**config.mk**
```make
export PLATFORM = sky130hd
export DESIGN_NAME = fp_align_shift
export DESIGN_NICKNAME = d
export VERILOG_FILES = /design/src/rtl/fp_add_pkg.sv /design/src/rtl/fp_align_shift.sv
export SDC_FILE = /design/constraint.sdc
export NUM_CORES = 1
export LEC_CHECK = 0
export CAP_MARGIN = 5
export CORE_MARGIN = 2
export CORE_UTILIZATION = 40
export CTS_CLUSTER_DIAMETER = 30
export DETAILED_ROUTE_END_ITERATION = 8
export PLACE_DENSITY = 0.77
export SYNTH_ARGS = -nofsm -noshare
export SYNTH_HDL_FRONTEND = slang
export SYNTH_SLANG_ARGS = --single-unit
```
**constraint.sdc**
```tcl
create_clock -name clk -period 1.6 [get_ports clk]
set_clock_uncertainty 0.05 [all_clocks]
set_input_delay 0.48 -clock clk [delete_from_list [all_inputs] [get_ports clk]]
set_output_delay 0.48 -clock clk [all_outputs]
set_load 0.02 [all_outputs]
```
**src/rtl/fp_add_pkg.sv**
```systemverilog
// Shared constants and state encoding for the single-precision adder pipeline.
package fp_add_pkg;
  localparam int SIG_W     = 24;
  localparam int GRS_W     = 3;
  localparam int SAT_SHIFT = SIG_W + GRS_W;
  localparam int SMALL_W   = SIG_W + GRS_W;
  localparam int SWAP_BIT  = 8;

  typedef enum logic [1:0] {
    IDLE  = 2'd0,
    SHIFT = 2'd1,
    DONE  = 2'd2
  } align_state_e;
endpackage

```
**src/rtl/fp_align_shift.sv**
```systemverilog
// Significand alignment stage: picks big/small operands and right-shifts the small one
// a bit per cycle. Define FP_ALIGN_STICKY_EN to fold shifted-out bits into a sticky bit.
module fp_align_shift
  import fp_add_pkg::*;
(
  input  logic               clk,
  input  logic               rst_n,
  input  logic               start,
  input  logic [8:0]         exp_diff,
  input  logic [7:0]         larger,
  input  logic [SIG_W-1:0]   sig_A,
  input  logic [SIG_W-1:0]   sig_B,
  output logic [SIG_W-1:0]   big_sig,
  output logic [SMALL_W-1:0] small_sig,
  output logic [7:0]         exp_out,
  output logic               swap,
  output logic               busy,
  output logic               done
);
  localparam logic [7:0] SAT_N = 8'(SAT_SHIFT);

  align_state_e       state_q, state_d;
  logic [7:0]         count_q, count_d;
  logic [SIG_W-1:0]   big_q, big_d;
  logic [SMALL_W-1:0] small_q, small_d;
  logic [7:0]         exp_q, exp_d;
  logic               swap_q, swap_d;
  logic               busy_q, busy_d;
  logic               done_q, done_d;

  logic [SIG_W-1:0]   other_sig;
  logic [7:0]         shift_n;
  logic [SMALL_W-1:0] load_val;
  logic [SMALL_W-1:0] step_val;
  logic [SMALL_W-1:0] sat_val;

  assign other_sig = exp_diff[SWAP_BIT] ? sig_A : sig_B;
  assign shift_n   = exp_diff[SWAP_BIT-1:0];
  assign load_val  = {other_sig, {GRS_W{1'b0}}};

`ifdef FP_ALIGN_STICKY_EN
  // Bit 0 acts as sticky: it absorbs everything that falls past the round position.
  assign step_val = {1'b0, small_q[SMALL_W-1:2], small_q[1] | small_q[0]};
  assign sat_val  = {{(SMALL_W-1){1'b0}}, |other_sig};
`else
  assign step_val = {1'b0, small_q[SMALL_W-1:1]};
  assign sat_val  = '0;
`endif

  always_ff @(posedge clk or negedge rst_n) begin
    if (!rst_n) begin
      state_q <= IDLE;
      count_q <= '0;
      big_q   <= '0;
      small_q <= '0;
      exp_q   <= '0;
      swap_q  <= 1'b0;
      busy_q  <= 1'b0;
      done_q  <= 1'b0;
    end else begin
      state_q <= state_d;
      count_q <= count_d;
      big_q   <= big_d;
      small_q <= small_d;
      exp_q   <= exp_d;
      swap_q  <= swap_d;
      busy_q  <= busy_d;
      done_q  <= done_d;
    end
  end

  always_comb begin
    state_d = state_q;
    count_d = count_q;
    big_d   = big_q;
    small_d = small_q;
    exp_d   = exp_q;
    swap_d  = swap_q;
    busy_d  = busy_q;
    done_d  = 1'b0;
    case (state_q)
      IDLE: begin
        if (start) begin
          exp_d  = larger;
          swap_d = exp_diff[SWAP_BIT];
          big_d  = exp_diff[SWAP_BIT] ? sig_B : sig_A;
          busy_d = 1'b1;
          if (shift_n == 8'd0) begin
            small_d = load_val;
            state_d = DONE;
            done_d  = 1'b1;
          end else if (shift_n >= SAT_N) begin
            small_d = sat_val;
            state_d = DONE;
            done_d  = 1'b1;
          end else begin
            small_d = load_val;
            count_d = shift_n;
            state_d = SHIFT;
          end
        end
      end
      SHIFT: begin
        small_d = step_val;
        count_d = count_q - 8'd1;
        if (count_q == 8'd1) begin
          state_d = DONE;
          done_d  = 1'b1;
        end
      end
      DONE: begin
        state_d = IDLE;
        busy_d  = 1'b0;
      end
      default: begin
        state_d = IDLE;
        busy_d  = 1'b0;
      end
    endcase
  end

  assign big_sig   = big_q;
  assign small_sig = small_q;
  assign exp_out   = exp_q;
  assign swap      = swap_q;
  assign busy      = busy_q;
  assign done      = done_q;
endmodule

```
==> flow_summary.json <==
{
  "area.growth.synth_to_final_pct": 58.4,
  "fp-row-count": 33,
  "tightestPinTransition_ns": 0.476,
  "cts_tree": "yes",
  "power_density_nw_per_um2": 1170,
  "core_um2": 8260,
  "routabilityCongestion": 0.880,
  "post-synth-top-area-cell": "dfrtp_1",
  "synth_cell_types": 40,
  "clkTransAtPathRegs_ns": 0.08,
  "tritoncts.num_buffers": 9,
  "grtUsageTotal_pct": 21.7,
  "post-route-period-util_pct": 103,
  "synth_commonest_cells": "dfrtp_1 (72), nand2_1 (56), mux2i_1 (49)",
  "dominantRegCellSynth": "dfrtp_1",
  "via_per_inst": 5.37,
  "run_status": "finished, violations left",
  "synthesis.yosys.warnings": 0,
  "path_delay_family": "simple AND/OR/NAND/NOR gates",
  "buffer_ports.inserted": 129,
  "number_of_global_route_vias_before_repair": 3204,
  "maxSlewViolCount": 0,
  "post-route-worst-setup-slack_ns": -0.0425,
  "die_w_um": 96.5,
  "synth_cells": 322,
  "final-setup-viol-count": 3,
  "cts-root-buf": "clkbuf_8",
  "ctsLongestPathBuffers": 2,
  "cp_slowest_cell": "or4_4",
  "drc_errors": 0,
  "yosys.area.top_type_share_pct": 52.7,
  "detailed_place_hpwl_um": 6860,
  "antenna_found_initial": 0,
  "holdCritPathClass": "reg2reg",
  "worst-path-max-fanout": 3,
  "rsz_0062_raised_after_global_routing": "yes",
  "ys_top_cells_by_area": "dfrtp_1 (53%), mux2i_1 (14%), nand2_1 (6.1%), a22oi_1 (5.3%), o21ai_0 (3.9%)",
  "detailedRoute.firstPassIterationCount": 4,
  "dieHeight_um": 96.5,
  "fin_area_um2": 5420,
  "grt_max_degree": 51,
  "die_area_um2": 9310,
  "clock_latency_late_sink_ns": 0.35,
  "critPathBufInv": 1,
  "placement.cell_area_um2": 5070,
  "vias": 3209,
  "report.final.hold_viol_count": 0,
  "postSynthNetCount": 392,
  "drv_cap": 0,
  "final_cell_count_no_fill": 598,
  "ant_nets": 0,
  "postSynthAreaPerCell_um2": 10.6,
  "cp-end-kind": "flip-flop",
  "mappedNetlistArea_um2": 3420,
  "clock_sinks": 72,
  "drt_wl_total_um": 10200,
  "filler_cell_count_in_the_final_layout": 689,
  "avgRoutedWirePerCell_um": 17.0,
  "insertedDiodeCount": 0,
  "htreeDepth": 3,
  "synth.yosys.seq_area_share_pct": 52.7,
  "crit_path_cell_trace": "buf_6 -> nand2b_4 -> or4_4 -> or3_4 -> mux2i_1",
  "layout_min_cycle_time_ns": 1.64,
  "worst_slew_margin_pct": 68.0,
  "yosys_register_bits": 72,
  "yosys.cell_count.top_type": "dfrtp_1",
  "worst-setup-path-type": "reg2reg",
  "static-leakage-power_nw": 2.53,
  "worstSetupStartpointType": "flip-flop",
  "synth-async-reset-ratio_pct": 100,
  "finalNetCount": 558,
  "grt_pass1_wl_um": 15500,
  "final_layout_size_suffix_gt1_share_pct": 26.4,
  "initial_drc_count": 67,
  "io_pins": 130,
  "timing.hold.ws_ns": 0.432,
  "synth-edff-count": 0,
  "critPathArrivalTime_ns": 1.83,
  "violations_in_the_final_reports": "setup timing",
  "max_freq_mhz": 609,
  "worst_path_largest_cell_delay_ns": 0.43,
  "dpl.cell_count": 568,
  "overflow": 0,
  "setup-tns-final_ns": -0.0816,
  "max_vdd_drop_uv": 656,
  "critPathRequiredTime_ns": 1.78,
  "starting_utilization_of_the_core_area_pct": 41.4
}
-- layout make-up --
| class | instances | area (um2) | share of cell area [%] |
|---|---|---|---|
| clock buffer | 10 | 138 | 2.54 |
| clock inverter | 6 | 67.6 | 1.25 |
| inverter | 3 | 11.3 | 0.208 |
| multi-input combinational | 229 | 1670 | 30.8 |
| sequential | 72 | 1800 | 33.2 |
| tap | 105 | 131 | 2.42 |
| timing repair buffer | 173 | 1600 | 29.6 |
-- worst paths after layout --
kind,from,endpoint,slack [ns],cells past startpoint
setup / recovery,state_q[0],count_q[5],-0.04,5
hold / removal,exp_out[5],exp_out[5],0.43,2
hold reg to reg,exp_out[5],exp_out[5],0.43,2
min in group asynchronous,rst_n,big_sig[11],0.50,2
max in group asynchronous,rst_n,done,0.55,3
setup reg to reg,state_q[0],count_q[5],-0.04,5
-- tightest hold or removal path, stage by stage (launching register included) --
cell and delay (ns):
dfrtp_1 0.35, nand2_1 0.05, nand2_1 0.06
-- cells by family (layout without fill, tap and decap cells) --
| kind of cell | Yosys count | in the layout | synth area share, % |
|---|---|---|---|
| flip-flops | 72 | 72 | 52.7 |
| multiplexers | 49 | 49 | 14.3 |
| XOR/XNOR | 1 | 1 | 0.256 |
| AO/OA/AOI/OAI | 95 | 95 | 17.7 |
| buffers and inverters | 24 | 192 | 3.18 |
| AND/OR/NAND/NOR | 79 | 82 | 11.1 |
| adder cells (fa/ha/maj) | 2 | 2 | 0.731 |
-- state kept, by name, summed over array words and instances, names as in the netlist --
register	flops
small_sig	27
big_sig	24
count_q	8
exp_out	8
state_q	2
busy	1
done	1
swap	1
-- per-layer routing --
metal / vias to the layer above / wire [um] / track usage [%]
met4: 0 / 112 / 7.16
met3: 12 / 770 / 6.36
met2: 115 / 5120 / 36.4
li1: 1509 / - / -
met5: - / 0 / 0
met1: 1573 / 4170 / 26.8
-- report_power, final --
| group | switching [mW] | internal (mW) |
|---|---|---|
| logic | 1.28 | 1.07 |
| clock network | 0.734 | 0.768 |
| registers | 0.280 | 2.23 |
-- repair_timing --
item	in CTS	in global routing
hold endpoints to repair	16	0
cloned	2	2
endpoints found under the setup margin	131	89
pin swaps	12	11
gates resized for setup	136	81
setup buffers	4	5
hold buffers	1	0
-- cell usage in the layout, fill, tap and decap left out, types with 2 or more instances in the layout --
cell	Yosys	final
dfrtp_1	72	72
clkdlybuf4s50_1	0	57
nand2_1	56	55
mux2i_1	49	49
buf_4	0	31
clkdlybuf4s15_1	0	30
o21ai_1	25	27
clkbuf_2	0	26
a22oi_1	24	23
o21ai_0	27	20
clkbuf_8	0	10
clkdlybuf4s15_2	0	8
buf_6	2	6
o21ai_2	1	5
buf_12	0	5
or2_4	1	4
dlygate4sd2_1	0	4
or4_4	1	3
nor2_1	4	3
nor4_1	4	3
a22o_1	3	3
buf_2	3	3
or3_4	0	2
o2bb2ai_2	0	2
inv_1	3	2
o211ai_1	2	2
a21oi_1	2	2
ha_1	2	2
clkinvlp_4	0	2
-- through the flow --
step	total power, mW	utilization (%)	setup slack, ns
5_1_grt	6.71	65.7	-0.106
3_3_place_gp	4.79	61.4	-0.623
3_5_place_dp	4.87	61.4	-0.693
6_report	6.36	65.7	-0.0425
2_1_floorplan	3.58	-	-0.119
4_1_cts	6.24	65.0	-0.0242
No activity file was read; power rests on OpenSTA's default activity.
